--- src/rtl/serial_transceiver_pkg.sv ---
// Shared definitions for the serial transceiver slice.
//   DATA_W  : width of the parallel word that is split into chunks
//   state_e : transmit FSM states (IDLE, SHIFT, DONE)
package serial_transceiver_pkg;

  localparam int DATA_W = 32;

  typedef enum logic [1:0] {
    IDLE  = 2'd0,
    SHIFT = 2'd1,
    DONE  = 2'd2
  } state_e;

endpackage

--- src/rtl/serial_transceiver_if.sv ---
// Bus bundle between a word producer and the serial transceiver.
//   din/sample      : parallel word and its load strobe
//   startTx/clkTx   : transmit request (edge) and transmit tick (level enable)
//   txDone/txBusy   : completion pulse and in-progress flag
//   dout            : chunk currently on the serial output
// master = producer side, slave = transceiver side.
interface serial_transceiver_if #(
  parameter int WIDTH = 4
);
  logic [31:0]      din;
  logic             sample;
  logic             startTx;
  logic             clkTx;
  logic             txDone;
  logic             txBusy;
  logic [WIDTH-1:0] dout;

  modport master (output din, sample, startTx, clkTx, input txDone, txBusy, dout);
  modport slave  (input din, sample, startTx, clkTx, output txDone, txBusy, dout);
endinterface

--- src/rtl/st_shift_reg.sv ---
// Chunk shift register: holds the word being transmitted and presents the
// current chunk on 'chunk'.
//   clk, reset : clock and synchronous active-high reset (clears the word)
//   load       : capture load_data (has priority over shift_en)
//   load_data  : word to transmit
//   shift_en   : advance to the next chunk
//   chunk      : WIDTH-bit chunk currently presented
// Macro SERIAL_TRANSCEIVER_LSB_FIRST_EN selects LSB-first chunk order;
// MSB-first otherwise.
module st_shift_reg
  import serial_transceiver_pkg::*;
#(
  parameter int WIDTH = 4
) (
  input  logic              clk,
  input  logic              reset,
  input  logic              load,
  input  logic [DATA_W-1:0] load_data,
  input  logic              shift_en,
  output logic [WIDTH-1:0]  chunk
);

  logic [DATA_W-1:0] data_q;
  logic [DATA_W-1:0] data_d;

  // The presented chunk always sits at one end of the register, so moving
  // to the next chunk is a plain shift by WIDTH toward that end.
  always_comb begin
    data_d = data_q;
    if (load) begin
      data_d = load_data;
    end else if (shift_en) begin
`ifdef SERIAL_TRANSCEIVER_LSB_FIRST_EN
      data_d = data_q >> WIDTH;
`else
      data_d = data_q << WIDTH;
`endif
    end
  end

  always_ff @(posedge clk) begin
    if (reset) begin
      data_q <= '0;
    end else begin
      data_q <= data_d;
    end
  end

`ifdef SERIAL_TRANSCEIVER_LSB_FIRST_EN
  assign chunk = data_q[WIDTH-1:0];
`else
  assign chunk = data_q[DATA_W-1 -: WIDTH];
`endif

endmodule

--- src/rtl/serial_transceiver.sv ---
// Serial transceiver: stores a 32-bit word and, on a startTx rise, sends it
// as DATA_W/WIDTH chunks on dout, advancing one chunk per clkTx-qualified
// clock edge, then pulses txDone for one cycle.
//   clk, reset : clock and synchronous active-high reset
//   bus        : serial_transceiver_if slave (din, sample, startTx, clkTx,
//                txDone, txBusy, dout)
// Macro SERIAL_TRANSCEIVER_LSB_FIRST_EN selects LSB-first chunk order.
module serial_transceiver
  import serial_transceiver_pkg::*;
#(
  parameter int WIDTH = 4
) (
  input logic                 clk,
  input logic                 reset,
  serial_transceiver_if.slave bus
);

  localparam int         N        = DATA_W / WIDTH;
  localparam logic [5:0] LAST_CNT = 6'(N - 1);

  localparam logic [1:0] ST_IDLE  = IDLE;
  localparam logic [1:0] ST_SHIFT = SHIFT;
  localparam logic [1:0] ST_DONE  = DONE;

  generate
    if (DATA_W % WIDTH != 0) begin : g_width_check
      $error("serial_transceiver: WIDTH must divide 32");
    end
  endgenerate

  logic [1:0]        state_q, state_d;
  logic [5:0]        cnt_q, cnt_d;
  logic [DATA_W-1:0] mem_q, mem_d;
  logic              busy_q, busy_d;
  logic              done_q, done_d;
  logic              start_q;

  logic              start_rise;
  logic              load;
  logic              shift_en;
  logic [DATA_W-1:0] load_data;
  logic [WIDTH-1:0]  chunk;

  assign start_rise = bus.startTx & ~start_q;

  // A start in the same cycle as a sample transmits the fresh din directly.
  // The final tick does not shift, so dout keeps the last chunk afterwards.
  always_comb begin
    state_d   = state_q;
    cnt_d     = cnt_q;
    mem_d     = mem_q;
    busy_d    = busy_q;
    done_d    = done_q;
    load      = 1'b0;
    shift_en  = 1'b0;
    load_data = mem_q;
    case (state_q)
      ST_IDLE: begin
        if (bus.sample) begin
          mem_d = bus.din;
        end
        if (start_rise) begin
          load      = 1'b1;
          load_data = bus.sample ? bus.din : mem_q;
          state_d   = ST_SHIFT;
          busy_d    = 1'b1;
          cnt_d     = '0;
        end
      end
      ST_SHIFT: begin
        if (bus.clkTx) begin
          if (cnt_q < LAST_CNT) begin
            cnt_d    = cnt_q + 6'd1;
            shift_en = 1'b1;
          end else begin
            state_d = ST_DONE;
            busy_d  = 1'b0;
            done_d  = 1'b1;
          end
        end
      end
      ST_DONE: begin
        state_d = ST_IDLE;
        done_d  = 1'b0;
      end
      default: begin
        state_d = ST_IDLE;
        busy_d  = 1'b0;
        done_d  = 1'b0;
      end
    endcase
  end

  // The startTx history updates in every state, so a rise during SHIFT or
  // DONE is consumed there instead of being seen later in IDLE.
  always_ff @(posedge clk) begin
    if (reset) begin
      state_q <= ST_IDLE;
      cnt_q   <= '0;
      mem_q   <= '0;
      busy_q  <= 1'b0;
      done_q  <= 1'b0;
      start_q <= 1'b0;
    end else begin
      state_q <= state_d;
      cnt_q   <= cnt_d;
      mem_q   <= mem_d;
      busy_q  <= busy_d;
      done_q  <= done_d;
      start_q <= bus.startTx;
    end
  end

  st_shift_reg #(
    .WIDTH(WIDTH)
  ) u_shift_reg (
    .clk      (clk),
    .reset    (reset),
    .load     (load),
    .load_data(load_data),
    .shift_en (shift_en),
    .chunk    (chunk)
  );

  assign bus.dout   = chunk;
  assign bus.txBusy = busy_q;
  assign bus.txDone = done_q;

endmodule

--- src/flat_wrapper.sv ---
// flat-port wrapper written by rule: the top's interface ports become plain ports
module serial_transceiver_flat import serial_transceiver_pkg::*;
#(
  parameter int WIDTH = 4
)
  (clk, reset, bus_din, bus_sample, bus_startTx, bus_clkTx, bus_txDone, bus_txBusy, bus_dout);
  serial_transceiver_if #(.WIDTH(WIDTH)) bus_i ();
  input logic clk;
  input logic reset;
  input wire logic [$bits(bus_i.din)-1:0] bus_din;
  input wire logic [$bits(bus_i.sample)-1:0] bus_sample;
  input wire logic [$bits(bus_i.startTx)-1:0] bus_startTx;
  input wire logic [$bits(bus_i.clkTx)-1:0] bus_clkTx;
  output wire logic [$bits(bus_i.txDone)-1:0] bus_txDone;
  output wire logic [$bits(bus_i.txBusy)-1:0] bus_txBusy;
  output wire logic [$bits(bus_i.dout)-1:0] bus_dout;
  assign bus_i.din = bus_din;
  assign bus_i.sample = bus_sample;
  assign bus_i.startTx = bus_startTx;
  assign bus_i.clkTx = bus_clkTx;
  assign bus_txDone = bus_i.txDone;
  assign bus_txBusy = bus_i.txBusy;
  assign bus_dout = bus_i.dout;
  serial_transceiver #(.WIDTH(WIDTH)) u_core (.clk(clk), .reset(reset), .bus(bus_i));
endmodule
--- config.mk ---
export PLATFORM = sky130hd
export DESIGN_NAME = serial_transceiver_flat
export DESIGN_NICKNAME = d
export VERILOG_FILES = /design/src/rtl/serial_transceiver_pkg.sv /design/src/rtl/serial_transceiver_if.sv /design/src/rtl/st_shift_reg.sv /design/src/rtl/serial_transceiver.sv /design/src/flat_wrapper.sv
export SDC_FILE = /design/constraint.sdc
export NUM_CORES = 1
export LEC_CHECK = 0
export CAP_MARGIN = 10
export CELL_PAD_IN_SITES_DETAIL_PLACEMENT = 1
export CELL_PAD_IN_SITES_GLOBAL_PLACEMENT = 1
export CORE_ASPECT_RATIO = 1.25
export CORE_MARGIN = 5
export CORE_UTILIZATION = 40
export DETAILED_ROUTE_END_ITERATION = 12
export DONT_BUFFER_PORTS = 1
export GPL_ROUTABILITY_DRIVEN = 0
export HOLD_SLACK_MARGIN = 0.12
export PLACE_DENSITY = 0.66
export SETUP_SLACK_MARGIN = 0.05
export SYNTH_ARGS = -nofsm -noshare
export SYNTH_HDL_FRONTEND = slang
export SYNTH_SLANG_ARGS = --single-unit
--- constraint.sdc ---
create_clock -name clk -period 4.1 [get_ports clk]
set_input_delay 0.82 -clock clk [delete_from_list [all_inputs] [get_ports clk]]
set_output_delay 0.82 -clock clk [all_outputs]
set_load 0.01 [all_outputs]
==> results.toml, run 1 <==
[synthesis]
synth-xor-area-share_pct = 0
synth.net_count = 387
synthSimpleGateAreaFrac_pct = 14.0
synthArstFlopShare_pct = 0
synth_edf_count = 0
synth.distinct_cells = 40
avgSynthCellArea_sq_um = 9.83
synth_area_leaders = "dfxtp_1, mux2i_1, o311a_1"
netlist.area_leader.share_pct = 43.8
synth_fa_ha_area_share_pct = 0.365
synth_flop_cell = "dfxtp_1"
syn_area_sq_mm = 0.00343
synth_top_family_by_area = "compound AO/OA/AOI/OAI gates"
synth_compound_area_share_pct = 24.3
synthMuxAreaShare_pct = 11.5
ys_ff_latch = 75
ys_seq_area_share_pct = 43.8
syn_inst = 349
ys_warn_count = 0
yosysTopAreaCell = "dfxtp_1"

[floorplan]
die_area_sq_mm = 0.0105
fp.dieH_microns = 114
fp-row-count = 37
start_util_pct = 41.4
die_x_microns = 92.8
io_pins = 43
coreArea_sq_mm = 0.00829

[global_route]
grt_pass1_vias = 2599
globalRouteMet3Util_pct = 4.82
grt_overflow = 0
grt_max_degree = 65
track_usage_pct = 15.1
grt_use_met1_pct = 19.6
grtUsageMet2_pct = 24.3
busiest_layer = "met2"
grt_pass1_wl_microns = 13000
antenna_found_initial = 0

[power]
pwr_density_cell_mw_per_mm2 = 429
peakVddDrop_mv = 0.181
p_leak_nw = 1.48

[min_path]
min_path_type = "flop to flop"

[detailed_routing]
routed_wl_microns = 7670
antenna_left = 0
wl_per_cell_microns = 18.0
drtPass1Iterations = 4
drc = 0
first_iter_violations = 113
via_per_inst = 5.94
vias = 2532

[placed_design]
dp_slack_ps = 1790
place_hpwl_microns = 4990
portBuffers = 0

[timing]
fmax_ghz = 0.433
setup_tns_ps = 0
slew_headroom_pct = 38.5
skew_ps = 7.94
rsz0062_at_grt = "false"
maxSlewViolCount = 0
period_share_pct = 56.3
setup_viol = 0
setup_ws_ps = 1790
period_minus_slack_ps = 2310
hold_viol_final = 0
tightest_slew_ps = 918

[clock_tree]
clk_latency_ps = 340
h-tree-depth = 3
ctsHoldBuffers = 0
cts_resized = 0
cts_sinks = 75
cts_tree = "done"
clk_path_buf_depth = 2
cts.clk_slew.worst_paths_ps = 70
postCtsSetupRepairBufs = 0
clock-root-buffer = "clkbuf_8"
cts_buffers = 9

[run]
cap_violations = 0

[final_layout]
layout-drive-gt1-share_pct = 10.6
fillers = 934
final_nets = 363
num_antenna_cells = 0
syn_to_final_growth_pct = 3.87

[setup_path]
path_class = "flop to flop"
cp.arrival_ps = 2590
required_ps = 4380
worstPathMaxFanout = 27
start_kind = "flop"
endpoint_kind = "flop"

[run_status]
status = "finished, final reports clean"
[power by group]
| group | total (mW) | internal, mW | switching [mW] | leakage [nW] |
|---|---|---|---|---|
| clock network | 0.524 | 0.267 | 0.257 | 0.0888 |
| logic | 0.182 | 0.0878 | 0.0944 | 0.776 |
| registers | 0.823 | 0.788 | 0.0356 | 0.619 |
| total | 1.53 | 1.14 | 0.387 | 1.48 |
[synth_stat cells, drive strengths merged, types with 4 or more instances]
master   count
a2111oi      6
mux2i       37
dfxtp       75
a211o        7
o311a       22
or3         14
o211a        4
o21a         5
buf         19
nor2        45
nor2b        6
clkbuf      20
a21oi       23
a211oi      27
nand3        6
nor3         4
o21ai        6
[registers in the layout (all words and copies together), names as in the netlist]
register / flops
u_core.state_q: 2
u_core.start_q: 1
u_core.mem_q: 32
u_core.u_shift_reg.data_q: 32
u_core.bus.txDone: 1
u_core.bus.txBusy: 1
u_core.cnt_q: 6
[final timing paths]
| check | startpoint | to | slack [ps] | depth (start not counted) |
|---|---|---|---|---|
| worst min-delay path | u_core.mem_q[25] | u_core.mem_q[25] | 490 | 2 |
| worst max register to register | u_core.cnt_q[0] | u_core.u_shift_reg.data_q[10] | 1790 | 4 |
| worst max-delay path | u_core.cnt_q[0] | u_core.u_shift_reg.data_q[10] | 1790 | 4 |
| worst min register to register | u_core.mem_q[25] | u_core.mem_q[25] | 490 | 2 |
[area by class of cell]
class	instances	area, sq um	share of cell area [%]
Multi-Input combinational cell	234	1730	48.4
Inverter	1	3.75	0.105
Clock inverter	1	7.51	0.211
Tap cell	97	121	3.41
Sequential cell	75	1500	42.1
Timing Repair Buffer	4	30.0	0.843
Clock buffer	14	173	4.85
[critical path, cell delays in order (launching register included)]
cell and delay (ps):
dfxtp_1 340, ha_1 250, a2111o_1 770, nor2_2 660
o311a_1 230
[kinds of logic (layout without fill, tap and decap cells)]
kind of cell,count (synthesis),after routing
fa+ha+maj,1,1
compound gates,104,104
buf+inv,40,20
mux,39,39
flops,75,75
simple gates,90,90
[cell usage in the layout (no fill, tap or decap), types with 6 or more instances in the layout]
master	instances
nand3_1	6
nor2_1	40
a211oi_1	25
mux2i_1	37
dfxtp_1	75
a211o_1	7
or3_1	14
o311a_1	22
clkbuf_8	12
nor2b_1	6
a21oi_1	23
[metal layers]
layer / up-vias / routed length (microns)
met5: - / 0
met4: 0 / 83
met3: 7 / 328
met2: 33 / 3640
met1: 1234 / 3620
li1: 1258 / -
[stage by stage]
stage | hold slack (ps) | area, sq um | utilization (%) | total power [mW] | std cells
final | 489 | 3560 | 43.0 | 1.53 | 426
after global routing | 512 | 3560 | 43.0 | 1.62 | 426
after CTS | 492 | 3560 | 43.0 | 1.55 | 426
after detailed placement | 477 | 3380 | 40.8 | 1.03 | 411
after global placement | 465 | 3380 | 40.8 | 1.02 | 411
after floorplan | 452 | 3430 | - | 1.01 | 349
(Power assumes the default switching activity.)
==> inputs of run 2 (changes only) <==
clock period = 2.35 ns   (was 4.1 ns; I/O delays follow)
==> run 2 against run 1 <==
- fmax up 11%
- critical endpoint unchanged
- clock skew up 3.0 ps
- global-route usage down 0.32 points
- sequential share of layout area down 0.94 points
- cell count up 2.1%
- die area unchanged
- critical path type unchanged
- via count up 0.20%
- utilization up 0.98 points
==> results.toml, run 2 (synthesis results as in run 1) <==
[final_layout]
layout_commonest_cell = "dfxtp_1"
regArea_sq_mm = 0.00150
layout-drive-gt1-share_pct = 13.6
fin_cells = 435
num_antenna_cells = 0
layout_common_cells = "dfxtp_1, nor2_1, mux2i_1"
fillers = 941
multi_input_area_sq_mm = 0.00173
fin_util_pct = 44.0
final_nets = 371
syn_to_final_growth_pct = 6.24
largest_registers = "u_core.mem_q (32), u_core.u_shift_reg.data_q (32), u_core.cnt_q (6)"

[clock_tree]
clk_latency_ps = 350
h-tree-depth = 3
clk_path_buf_depth = 2
cts_sinks = 75
cts_resized = 0
cts_tree = "done"
cts.clk_slew.worst_paths_ps = 80
postCtsSetupRepairBufs = 0
cts_buffers = 9
ctsHoldBuffers = 0
clock-root-buffer = "clkbuf_8"

[floorplan]
fp-row-count = 37
start_util_pct = 41.4
die_area_sq_mm = 0.0105
io_pins = 43
fp.dieH_microns = 114
die_x_microns = 92.8
coreArea_sq_mm = 0.00829

[detailed_routing]
first_iter_violations = 91
antenna_left = 0
drtPass1Iterations = 4
drc = 0
wl_per_cell_microns = 17.5
vias = 2537
via_per_inst = 5.83
routed_wl_microns = 7610

[run]
cap_violations = 0

[power]
p_leak_nw = 1.53
pwr_density_cell_mw_per_mm2 = 761
peakVddDrop_mv = 0.308

[timing]
rsz0062_at_grt = "false"
setup_viol = 0
period_minus_slack_ps = 2080
tightest_slew_ps = 509
skew_ps = 10.9
period_share_pct = 88.5
maxSlewViolCount = 0
setup_tns_ps = 0
slew_headroom_pct = 66.0
hold_viol_final = 0
fmax_ghz = 0.481
whs_ps = 178

[setup_path]
cp.arrival_ps = 2320
r2r_cells = 5
r2r_start = "u_core.cnt_q[0]"
slowest_delay_ps = 630
reg2reg_to = "u_core.u_shift_reg.data_q[10]"
endpoint_kind = "flop"
path_class = "flop to flop"
slowest_stage = "a2111o_1"
path_cells = "ha_1, a2111o_1, buf_4, or3_1, o311a_1"
start_kind = "flop"
worstPathMaxFanout = 16
rrSetupSlack_ps = 270
required_ps = 2590

[global_route]
grt_pass1_vias = 2539
grt_max_degree = 65
grt_pass1_wl_microns = 12500
track_usage_pct = 14.8
antenna_found_initial = 0
grt_overflow = 0

[placed_design]
place_hpwl_microns = 5140
portBuffers = 0
dp.cells = 419

[min_path]
hold_depth = 1
min_path_type = "input port to flop"
hold_end = "u_core.start_q"
worstHoldStart = "reset"

[run_status]
status = "finished, final reports clean"
[run 2: how the worst max path moves through the flow]
stage,startpoint,cells after the start,end
3_5_place_dp,u_core.cnt_q[0],5,u_core.u_shift_reg.data_q[9]
3_3_place_gp,u_core.cnt_q[0],5,u_core.u_shift_reg.data_q[12]
4_1_cts,u_core.cnt_q[0],5,u_core.u_shift_reg.data_q[15]
5_1_grt,u_core.cnt_q[0],5,u_core.u_shift_reg.data_q[10]
6_report,u_core.cnt_q[0],5,u_core.u_shift_reg.data_q[10]
2_1_floorplan,u_core.cnt_q[0],5,u_core.u_shift_reg.data_q[10]
[run 2: worst max-delay path: cells and delay by family (launching register included)]
family / cells / cell delay [ps]
adders and majority gates: 1 / 240
and+or+nand+nor: 1 / 350
DFF: 1 / 350
AOI/OAI and AO/OA: 2 / 760
buffers and inverters: 1 / 270
[run 2: area by class of cell]
class	instances	area share, %
multi-input combinational	234	47.4
tap	97	3.33
clock buffer	9	3.40
sequential	75	41.2
inverter	1	0.103
clock inverter	7	2.13
timing repair buffer	12	2.47
[run 2: per-layer routing]
metal | share of wire (%) | global-route usage, %
met2 | 47 | 23.5
met1 | 46 | 18.3
met3 | 4.3 | 4.29
met4 | 2.3 | 7.43
met5 | 0 | 0
[run 2: per-stage QoR]
step	area, sq um	worst slack (ps)	power [mW]
2_1_floorplan	3430	575	1.76
3_3_place_gp	3440	335	1.79
3_5_place_dp	3440	287	1.80
4_1_cts	3640	268	2.82
5_1_grt	3640	184	2.92
6_report	3640	271	2.77
[run 2: power by group]
| part | internal (mW) | switching, mW | total, mW |
|---|---|---|---|
| Combinational | 0.162 | 0.166 | 0.328 |
| Clock | 0.497 | 0.511 | 1.01 |
| Sequential | 1.37 | 0.0629 | 1.44 |
| Total | 2.03 | 0.741 | 2.77 |
==> inputs of run 3 (changes only) <==
CAP_MARGIN = 20   (was 10)
GPL_ROUTABILITY_DRIVEN = unset   (was 0)
HOLD_SLACK_MARGIN = unset   (was 0.12)
==> results of run 3 <==
No change in the layout: final DEF, timing and power equal those of run 2.
